===== config.mk =====
export PLATFORM = sky130hd
export DESIGN_NAME = dm_access_ctrl
export DESIGN_NICKNAME = d
export VERILOG_FILES = /design/src/rtl/dm_access_ctrl.sv
export SDC_FILE = /design/constraint.sdc
export NUM_CORES = 1
export LEC_CHECK = 0
export CAP_MARGIN = 25
export CORE_MARGIN = 3
export CORE_UTILIZATION = 35
export CTS_CLUSTER_DIAMETER = 100
export DETAILED_ROUTE_END_ITERATION = 6
export GPL_TIMING_DRIVEN = 0
export PLACE_DENSITY = 0.75
export SETUP_SLACK_MARGIN = 0.1
export SYNTH_ARGS = -nofsm -noshare
export SYNTH_HDL_FRONTEND = slang
export SYNTH_SLANG_ARGS = --single-unit

===== constraint.sdc =====
create_clock -name clk -period 3.1 [get_ports clk]
set_input_delay 0.62 -clock clk [delete_from_list [all_inputs] [get_ports clk]]
set_output_delay 0.62 -clock clk [all_outputs]
set_load 0.02 [all_outputs]

===== src/rtl/dm_access_ctrl.sv =====
// Load/store sequencer between the MEM stage and the word-wide dm array.
// Define DM_ALIGN_CHECK_EN to flag misaligned word/half accesses with resp_err.
module dm_access_ctrl #(
    parameter int unsigned ADDR_W = 32
) (
    input  logic              clk,
    input  logic              Reset,
    input  logic              req_valid,
    output logic              req_ready,
    input  logic              req_we,
    input  logic [1:0]        req_size,
    input  logic              req_unsigned,
    input  logic [ADDR_W-1:0] req_addr,
    input  logic [31:0]       req_wdata,
    input  logic [31:0]       req_pc,
    output logic              resp_valid,
    output logic [31:0]       resp_rdata,
    output logic              resp_err,
    output logic [ADDR_W-1:0] dm_A,
    output logic [31:0]       dm_WD,
    output logic              dm_WE,
    input  logic [31:0]       dm_RD,
    output logic [31:0]       dm_PC
);

    typedef enum logic [1:0] {IDLE, RD, WR, DONE} state_e;

    state_e            state_q;
    logic              we_q;
    logic [1:0]        size_q;
    logic              uns_q;
    logic [ADDR_W-1:0] addr_q;
    logic [31:0]       wdata_q;
    logic [31:0]       pc_q;
    logic [31:0]       wd_q;
    logic [31:0]       rdata_q;

    logic [7:0]        byte_lane;
    logic [15:0]       half_lane;
    logic [31:0]       rdata_d;
    logic [31:0]       wd_d;
    logic              req_is_word;

    // Reserved size 3 shares the word encoding pattern (both bits equal).
    assign req_is_word = (req_size[1] == req_size[0]);

    always_comb begin
        byte_lane = dm_RD[{addr_q[1:0], 3'b000} +: 8];
        half_lane = dm_RD[{addr_q[1], 4'b0000} +: 16];
        case (size_q)
            2'd1:    rdata_d = uns_q ? {16'h0000, half_lane} : {{16{half_lane[15]}}, half_lane};
            2'd2:    rdata_d = uns_q ? {24'h000000, byte_lane} : {{24{byte_lane[7]}}, byte_lane};
            default: rdata_d = dm_RD;
        endcase
        wd_d = dm_RD;
        if (size_q == 2'd2) begin
            wd_d[{addr_q[1:0], 3'b000} +: 8] = wdata_q[7:0];
        end else if (size_q == 2'd1) begin
            wd_d[{addr_q[1], 4'b0000} +: 16] = wdata_q[15:0];
        end
    end

`ifdef DM_ALIGN_CHECK_EN
    logic err_q;
    logic req_misaligned;

    assign req_misaligned = (req_is_word && (req_addr[1:0] != 2'b00)) ||
                            ((req_size == 2'd1) && req_addr[0]);
    assign resp_err       = err_q && (state_q == DONE);
`else
    assign resp_err       = 1'b0;
`endif

    always_ff @(posedge clk or negedge Reset) begin
        if (!Reset) begin
            state_q <= IDLE;
            we_q    <= 1'b0;
            size_q  <= 2'd0;
            uns_q   <= 1'b0;
            addr_q  <= '0;
            wdata_q <= '0;
            pc_q    <= '0;
            wd_q    <= '0;
            rdata_q <= '0;
`ifdef DM_ALIGN_CHECK_EN
            err_q   <= 1'b0;
`endif
        end else begin
            case (state_q)
                IDLE: begin
                    if (req_valid) begin
                        we_q    <= req_we;
                        size_q  <= req_size;
                        uns_q   <= req_unsigned;
                        addr_q  <= req_addr;
                        wdata_q <= req_wdata;
                        pc_q    <= req_pc;
`ifdef DM_ALIGN_CHECK_EN
                        err_q   <= req_misaligned;
                        if (req_misaligned) begin
                            state_q <= DONE;
                        end else
`endif
                        if (req_we && req_is_word) begin
                            wd_q    <= req_wdata;
                            state_q <= WR;
                        end else begin
                            state_q <= RD;
                        end
                    end
                end
                RD: begin
                    if (we_q) begin
                        wd_q    <= wd_d;
                        state_q <= WR;
                    end else begin
                        rdata_q <= rdata_d;
                        state_q <= DONE;
                    end
                end
                WR:      state_q <= DONE;
                default: state_q <= IDLE;
            endcase
        end
    end

    assign req_ready  = (state_q == IDLE) && Reset;
    assign resp_valid = (state_q == DONE);
    assign dm_WE      = (state_q == WR);
    assign dm_A       = {addr_q[ADDR_W-1:2], 2'b00};
    assign dm_WD      = wd_q;
    assign dm_PC      = pc_q;
    assign resp_rdata = rdata_q;

endmodule


==> results.json, run 1 <==
{
  "synth_top_cell_area_share_pct": 45.56,
  "synth-async-reset-ratio_pct": 100.0,
  "finalNetCount": 1253,
  "drive_above_1_share_pct": 18.75,
  "synth_xor_area_share_pct": 0.1063,
  "slew_headroom_pct": 52.01,
  "cts_tree": "built",
  "postSynth.topFlopCell": "dfrtp_1",
  "max_slew.worst_pin.slew_ns": 0.7198,
  "rows": 55,
  "initial_core_util_pct": 35.95,
  "stdcell_count": 1433,
  "routed_via_density": 5.395,
  "pre_cts_slack_ns": -0.02399,
  "maximum_number_of_pins_on_one_net_before_global_route_repair": 84,
  "finalCriticalPeriod_ns": 2.834,
  "sequential_share_of_the_synthesized_area_pct": 45.56,
  "synth.most_common_cell": "dfrtp_1",
  "placement.io_buffers": 263,
  "synth-compound-area-share_pct": 20.03,
  "synthDistinctLibCells": 45,
  "die-height_um": 159.4,
  "clock-skew-final_ns": 0.009912,
  "grt.total_usage_pct": 22.45,
  "power-per-cell-area_mw_per_mm2": 1174,
  "hold_class": "input port to async pin",
  "routed_wl_mm": 29.24,
  "post_synth_most_frequent_cells": "dfrtp_1, a21oi_1, mux2_2, nand2_1, inv_1",
  "hpwlAfterDp_mm": 22.44,
  "vias": 7731,
  "synth_area_per_cell_um2": 10.02,
  "core_area_mm2": 0.02292,
  "grt_setup_unrepaired": "false",
  "clock_sink_count": 150,
  "timing.critical_path.from_type": "input port",
  "antenna_cells": 0,
  "hold_viol": 0,
  "vdd.ir_drop.worst_uv": 541.2,
  "place_area_mm2": 0.01130,
  "synth.ff_latch_count": 150,
  "cap_violations": 0,
  "place.gp.congestion": 0.9359,
  "synthDominantAreaCellType": "dfrtp_1",
  "critical_path.slowest_cell": "clkdlybuf4s50_1",
  "cts_max_path_buffers": 2,
  "io_pins": 267,
  "report.final.setup_viol": 0,
  "cp-end-kind": "output pin",
  "drtIter0Drc": 655,
  "leakagePower_nw": 4.937,
  "antenna_found_initial": 0,
  "status": "completed",
  "grt_pass1_vias": 7876,
  "synth.area.mux_share_pct": 15.88,
  "h-tree-depth": 4,
  "met2_capacity_usage_during_global_routing_pct": 37.65,
  "synth_warnings": 0,
  "globalRoute.busiestLayer": "met2",
  "synth-adder-area-share_pct": 1.670,
  "number_of_synthesized_flops_with_an_enable_pin": 0,
  "synthesis_to_finish_area_growth_pct": 44.63,
  "yosys.area_share.simple_pct": 7.441,
  "main_combinational_cell_family_by_area_after_synthesis": "compound AO/OA/AOI/OAI gates",
  "post_cts_buffers": 0,
  "dr.pass1.iters": 5,
  "detail_route.wl_per_cell_um": 20.40,
  "clock_input_transition_at_the_sequential_cells_of_the_worst_setup_and_hold_paths_ns": 0.07,
  "cp_data_required_time_ns": 2.48,
  "use_met1_pct": 27.12,
  "max_stage_delay_ns": 0.65,
  "met3_usage_pct": 6.478,
  "stdcell_area_mm2": 0.01192,
  "cts.hold.buffers_added": 0,
  "mappedNetlistArea_mm2": 0.008239,
  "detail_route.drc_violations": 0,
  "floorplan.die_area_mm2": 0.02542,
  "timing.critical_path.fanout_max": 83,
  "final_worst_path_cycle_share_pct": 91.43,
  "synthTopCellsByArea": "dfrtp_1, mux2_2, a21oi_1",
  "drt.antenna.violating_nets": 0,
  "syn_inst": 822,
  "path_class": "input port to output pin",
  "worst_slack_ns": 0.2655,
  "timing.fmax_mhz": 352.8,
  "tritoncts.num_buffers": 17,
  "cp_cell_sequence": "buf_12, buf_16, and2_1, clkdlybuf4s50_1",
  "die-width_um": 159.4,
  "dpl.cell_count": 1401,
  "clk_latency_ns": 0.43,
  "grt_first_pass_wirelength_mm": 44.93,
  "grt_overflow": 0,
  "clk_root_buffer_cell": "clkbuf_16",
  "data_arrival_at_the_endpoint_of_the_critical_path_ns": 2.21,
  "finalMaxSlewViolations": 0
}
per-layer routing:
layer / up-vias / wire length, um
met5: - / 0
met4: 0 / 1086
met3: 68 / 2585
met2: 384 / 13980
met1: 3774 / 11590
li1: 3505 / -
critical path, delay by kind of cell:
kind | cells | cell delay (ns)
buffers and inverters | 3 | 1.30
AND/OR/NAND/NOR | 1 | 0.19
timing repair:
action                                  4_1_cts  5_1_grt
endpoints found under the hold margin         0        0
endpoints found under the setup margin        1       31
gates resized for setup                       2        2
cells in the final DEF, fill, tap and decap left out, drive strengths merged, types with 10 or more instances in the layout:
master / instances
mux2i: 16
nor3: 19
a31oi: 33
buf: 67
ha: 11
nand2b: 10
o211ai: 31
mux2: 96
o221ai: 30
o21ai: 40
nor2: 16
dfrtp: 150
inv: 59
nand2: 55
clkbuf: 58
a21oi: 105
clkdlybuf4s50: 262
path summary, 6_finish.rpt:
path	from	end	slack, ns	depth (start not counted)
hold / removal	Reset	resp_rdata[10]$_DFFE_PN0P_	0.07	1
setup reg to reg	addr_q[0]$_DFFE_PN0P_	dm_WD[23]$_DFFE_PN0P_	0.29	10
setup / recovery	Reset	req_ready	0.27	4
max in group asynchronous	Reset	wdata_q[13]$_DFFE_PN0P_	2.28	2
hold reg to reg	dm_PC[30]$_DFFE_PN0P_	dm_PC[30]$_DFFE_PN0P_	0.51	1
min in group clk	dm_PC[30]$_DFFE_PN0P_	dm_PC[30]$_DFFE_PN0P_	0.51	1
cell families after synthesis:
kind of cell / after synthesis
buffers and inverters: 156
muxes: 115
adders and majority gates: 11
xor gates and xnor gates: 1
AOI/OAI and AO/OA: 262
other: 1
and+or+nand+nor: 126
DFF: 150
sequential cells by signal, indices dropped and copies added (netlist names):
name / flops
resp_rdata: 32
state_q: 2
size_q: 2
we_q: 1
dm_WD: 32
addr_q: 32
wdata_q: 16
dm_PC: 32
uns_q: 1
per-stage QoR:
step                power, mW  utilization, %  hold WS, ns   TNS, ns
floorplan               8.464               -       0.3244         0
global placement        11.62           49.18       0.4802   -741.13
finish                  13.99           52.00      0.06632         0
global route            14.82           52.00      0.09288         0
detailed placement      11.77           49.31       0.4934  -0.02399
CTS                     14.00           52.00      0.09050         0
final cells by class:
class                           instances  area (um2)
Tap cell                              313       391.6
Multi-Input combinational cell        518        3730
Buffer                                106       576.8
Clock buffer                           17       425.4
Clock inverter                         15       181.4
Fill cell                            2105       11000
Timing Repair Buffer                  264        2670
Inverter                               50       187.7
Sequential cell                       150        3754
report_power, final:
| part | internal (mW) | switching [mW] |
|---|---|---|
| Clock | 1.22 | 0.954 |
| Sequential | 2.98 | 0.700 |
| Combinational | 3.67 | 4.46 |
Note: power is estimated with default switching activity, not from simulation.
==> inputs of run 2 (changes only) <==
Settings changed: CELL_PAD_IN_SITES_DETAIL_PLACEMENT set to 0, CELL_PAD_IN_SITES_GLOBAL_PLACEMENT set to 2, CORE_UTILIZATION 35 to 28, PLACE_DENSITY 0.75 to 0.92.
==> run 2 against run 1 <==
  * Design area grew 0.97%
  * Final cell count up 5.0%
  * Via count down 0.80%
  * Sequential power barely moved
  * Core utilization decreased by 10 points
  * Clock-buffer cell count unchanged
  * Wire length is 7.5% higher
  * Clock power increased by 2%
  * Fmax rose by 0.50%
==> results.json, run 2 (synthesis results as in run 1) <==
{
  "status": "completed",
  "finish.utilization_pct": 41.69,
  "rows": 62,
  "cts_tree": "built",
  "cts_max_path_buffers": 2,
  "clock_sink_count": 150,
  "clk_root_buffer_cell": "clkbuf_16",
  "timing.fmax_mhz": 354.6,
  "clk_latency_ns": 0.44,
  "cp-end-kind": "output pin",
  "initial_core_util_pct": 28.55,
  "critical_path.startpoint": "Reset",
  "drt.antenna.violating_nets": 0,
  "synthesis_to_finish_area_growth_pct": 46.03,
  "grt_pass1_vias": 7672,
  "cp_data_required_time_ns": 2.48,
  "cts.hold.buffers_added": 0,
  "clock_input_transition_at_the_sequential_cells_of_the_worst_setup_and_hold_paths_ns": 0.08,
  "clock-skew-final_ns": 0.01299,
  "die-height_um": 177.5,
  "vias": 7669,
  "total_power_mw": 14.12,
  "power-per-cell-area_mw_per_mm2": 1173,
  "finalMaxSlewViolations": 0,
  "report.final.setup_viol": 0,
  "slew_headroom_pct": 45.59,
  "use_met1_pct": 24.43,
  "drtIter0Drc": 564,
  "grt_first_pass_wirelength_mm": 46.78,
  "grt.total_usage_pct": 19.69,
  "detail_route.drc_violations": 0,
  "antenna_found_initial": 5,
  "vdd.ir_drop.worst_uv": 513.3,
  "die-width_um": 177.5,
  "hold_class": "input port to async pin",
  "h-tree-depth": 4,
  "finalCriticalPeriod_ns": 2.820,
  "data_arrival_at_the_endpoint_of_the_critical_path_ns": 2.20,
  "max_slew.worst_pin.slew_ns": 0.8144,
  "grt_overflow": 0,
  "io_pins": 267,
  "core_area_mm2": 0.02886,
  "maximum_number_of_pins_on_one_net_before_global_route_repair": 83,
  "hold_viol": 0,
  "timing.critical_path.fanout_max": 82,
  "met3_usage_pct": 6.568,
  "finalNetCount": 1253,
  "grt_setup_unrepaired": "false",
  "dr.pass1.iters": 5,
  "most_common_cell_after_layout_fill_and_taps_aside": "clkdlybuf4s50_1",
  "path_class": "input port to output pin",
  "cap_violations": 0,
  "detail_route.wl_per_cell_um": 20.89,
  "worst_r2r_startpoint": "addr_q[0]$_DFFE_PN0P_",
  "met2_capacity_usage_during_global_routing_pct": 32.43,
  "routed_via_density": 5.096,
  "globalRoute.busiestLayer": "met2",
  "place.gp.congestion": 0.9367,
  "routed_wl_mm": 31.44,
  "tritoncts.num_buffers": 17,
  "floorplan.die_area_mm2": 0.03152,
  "leakagePower_nw": 4.937,
  "drive_above_1_share_pct": 18.75,
  "final_worst_path_cycle_share_pct": 90.98,
  "timing.critical_path.from_type": "input port",
  "placement.io_buffers": 263,
  "most-common-layout-cells": "clkdlybuf4s50_1, dfrtp_1, a21oi_1, mux2_2, nand2_1",
  "hpwlAfterDp_mm": 23.81
}
## run 2: cell count changes in the layout (fill, tap and decap cells not counted)
cell	previous run	this run
inv_6	6	0
clkinv_8	0	4
clkinv_4	4	1
inv_8	3	6
clkinvlp_4	0	2
bufinv_16	2	1
clkbuf_2	2	1
clkbuf_4	0	1
diode_2	0	1
inv_12	0	1
## run 2: worst max-delay path: stages
cell and delay, ns:
buf_12 0.28, buf_16 0.36, and2_1 0.19, clkdlybuf4s50_1 0.63
## run 2: path summary, 6_finish.rpt
check | endpoint | slack [ns] | cells after the start
setup reg to reg | dm_WD[25]$_DFFE_PN0P_ | 0.32 | 10
max in group asynchronous | addr_q[24]$_DFFE_PN0P_ | 2.27 | 2
min in group clk | we_q$_DFFE_PN0P_ | 0.49 | 2
hold / removal | resp_rdata[4]$_DFFE_PN0P_ | 0.06 | 1
setup / recovery | req_ready | 0.28 | 4
hold reg to reg | we_q$_DFFE_PN0P_ | 0.49 | 2
## run 2: area by class of cell
| cell class | instances | area, um2 |
|---|---|---|
| inverter | 50 | 187.7 |
| antenna | 1 | 2.502 |
| sequential | 150 | 3754 |
| multi-input combinational | 518 | 3730 |
| clock inverter | 15 | 202.7 |
| timing repair buffer | 264 | 2670 |
| buffer | 106 | 579.3 |
| clock buffer | 17 | 425.4 |
| tap | 384 | 480.5 |
| fill | 2857 | 16830 |
## run 2: stage by stage
stage          instances  worst slack, ns  TNS [ns]  hold slack (ns)  instance area (um2)
6_report            1505           0.2796         0          0.05872                12030
3_3_place_gp        1471           -5.212   -784.89           0.4842                11360
3_5_place_dp        1472          0.01438         0           0.4850                11390
4_1_cts             1504           0.2093         0          0.08111                12030
2_1_floorplan        824           0.7121         0           0.3244                 8247
5_1_grt             1504           0.1241         0          0.08081                12030
## run 2: per-layer routing
metal	up-vias	part of all wire, %
met3	53	8.6
met5	-	0.23
met4	10	2.7
met1	3752	40
li1	3509	-
met2	345	48
## run 2: what timing repair did
action / 4_1_cts / 5_1_grt
pin swaps: 0 / 0
buffers inserted: 0 / 0
gates resized for setup: 2 / 2
endpoints found under the setup margin: 14 / 4
## run 2: where the power goes
part / leakage (nW) / switching, mW / internal [mW]
sequential: 1.75 / 0.728 / 2.98
combinational: 2.88 / 4.51 / 3.68
clock: 0.299 / 1.05 / 1.18
total: 4.94 / 6.28 / 7.83
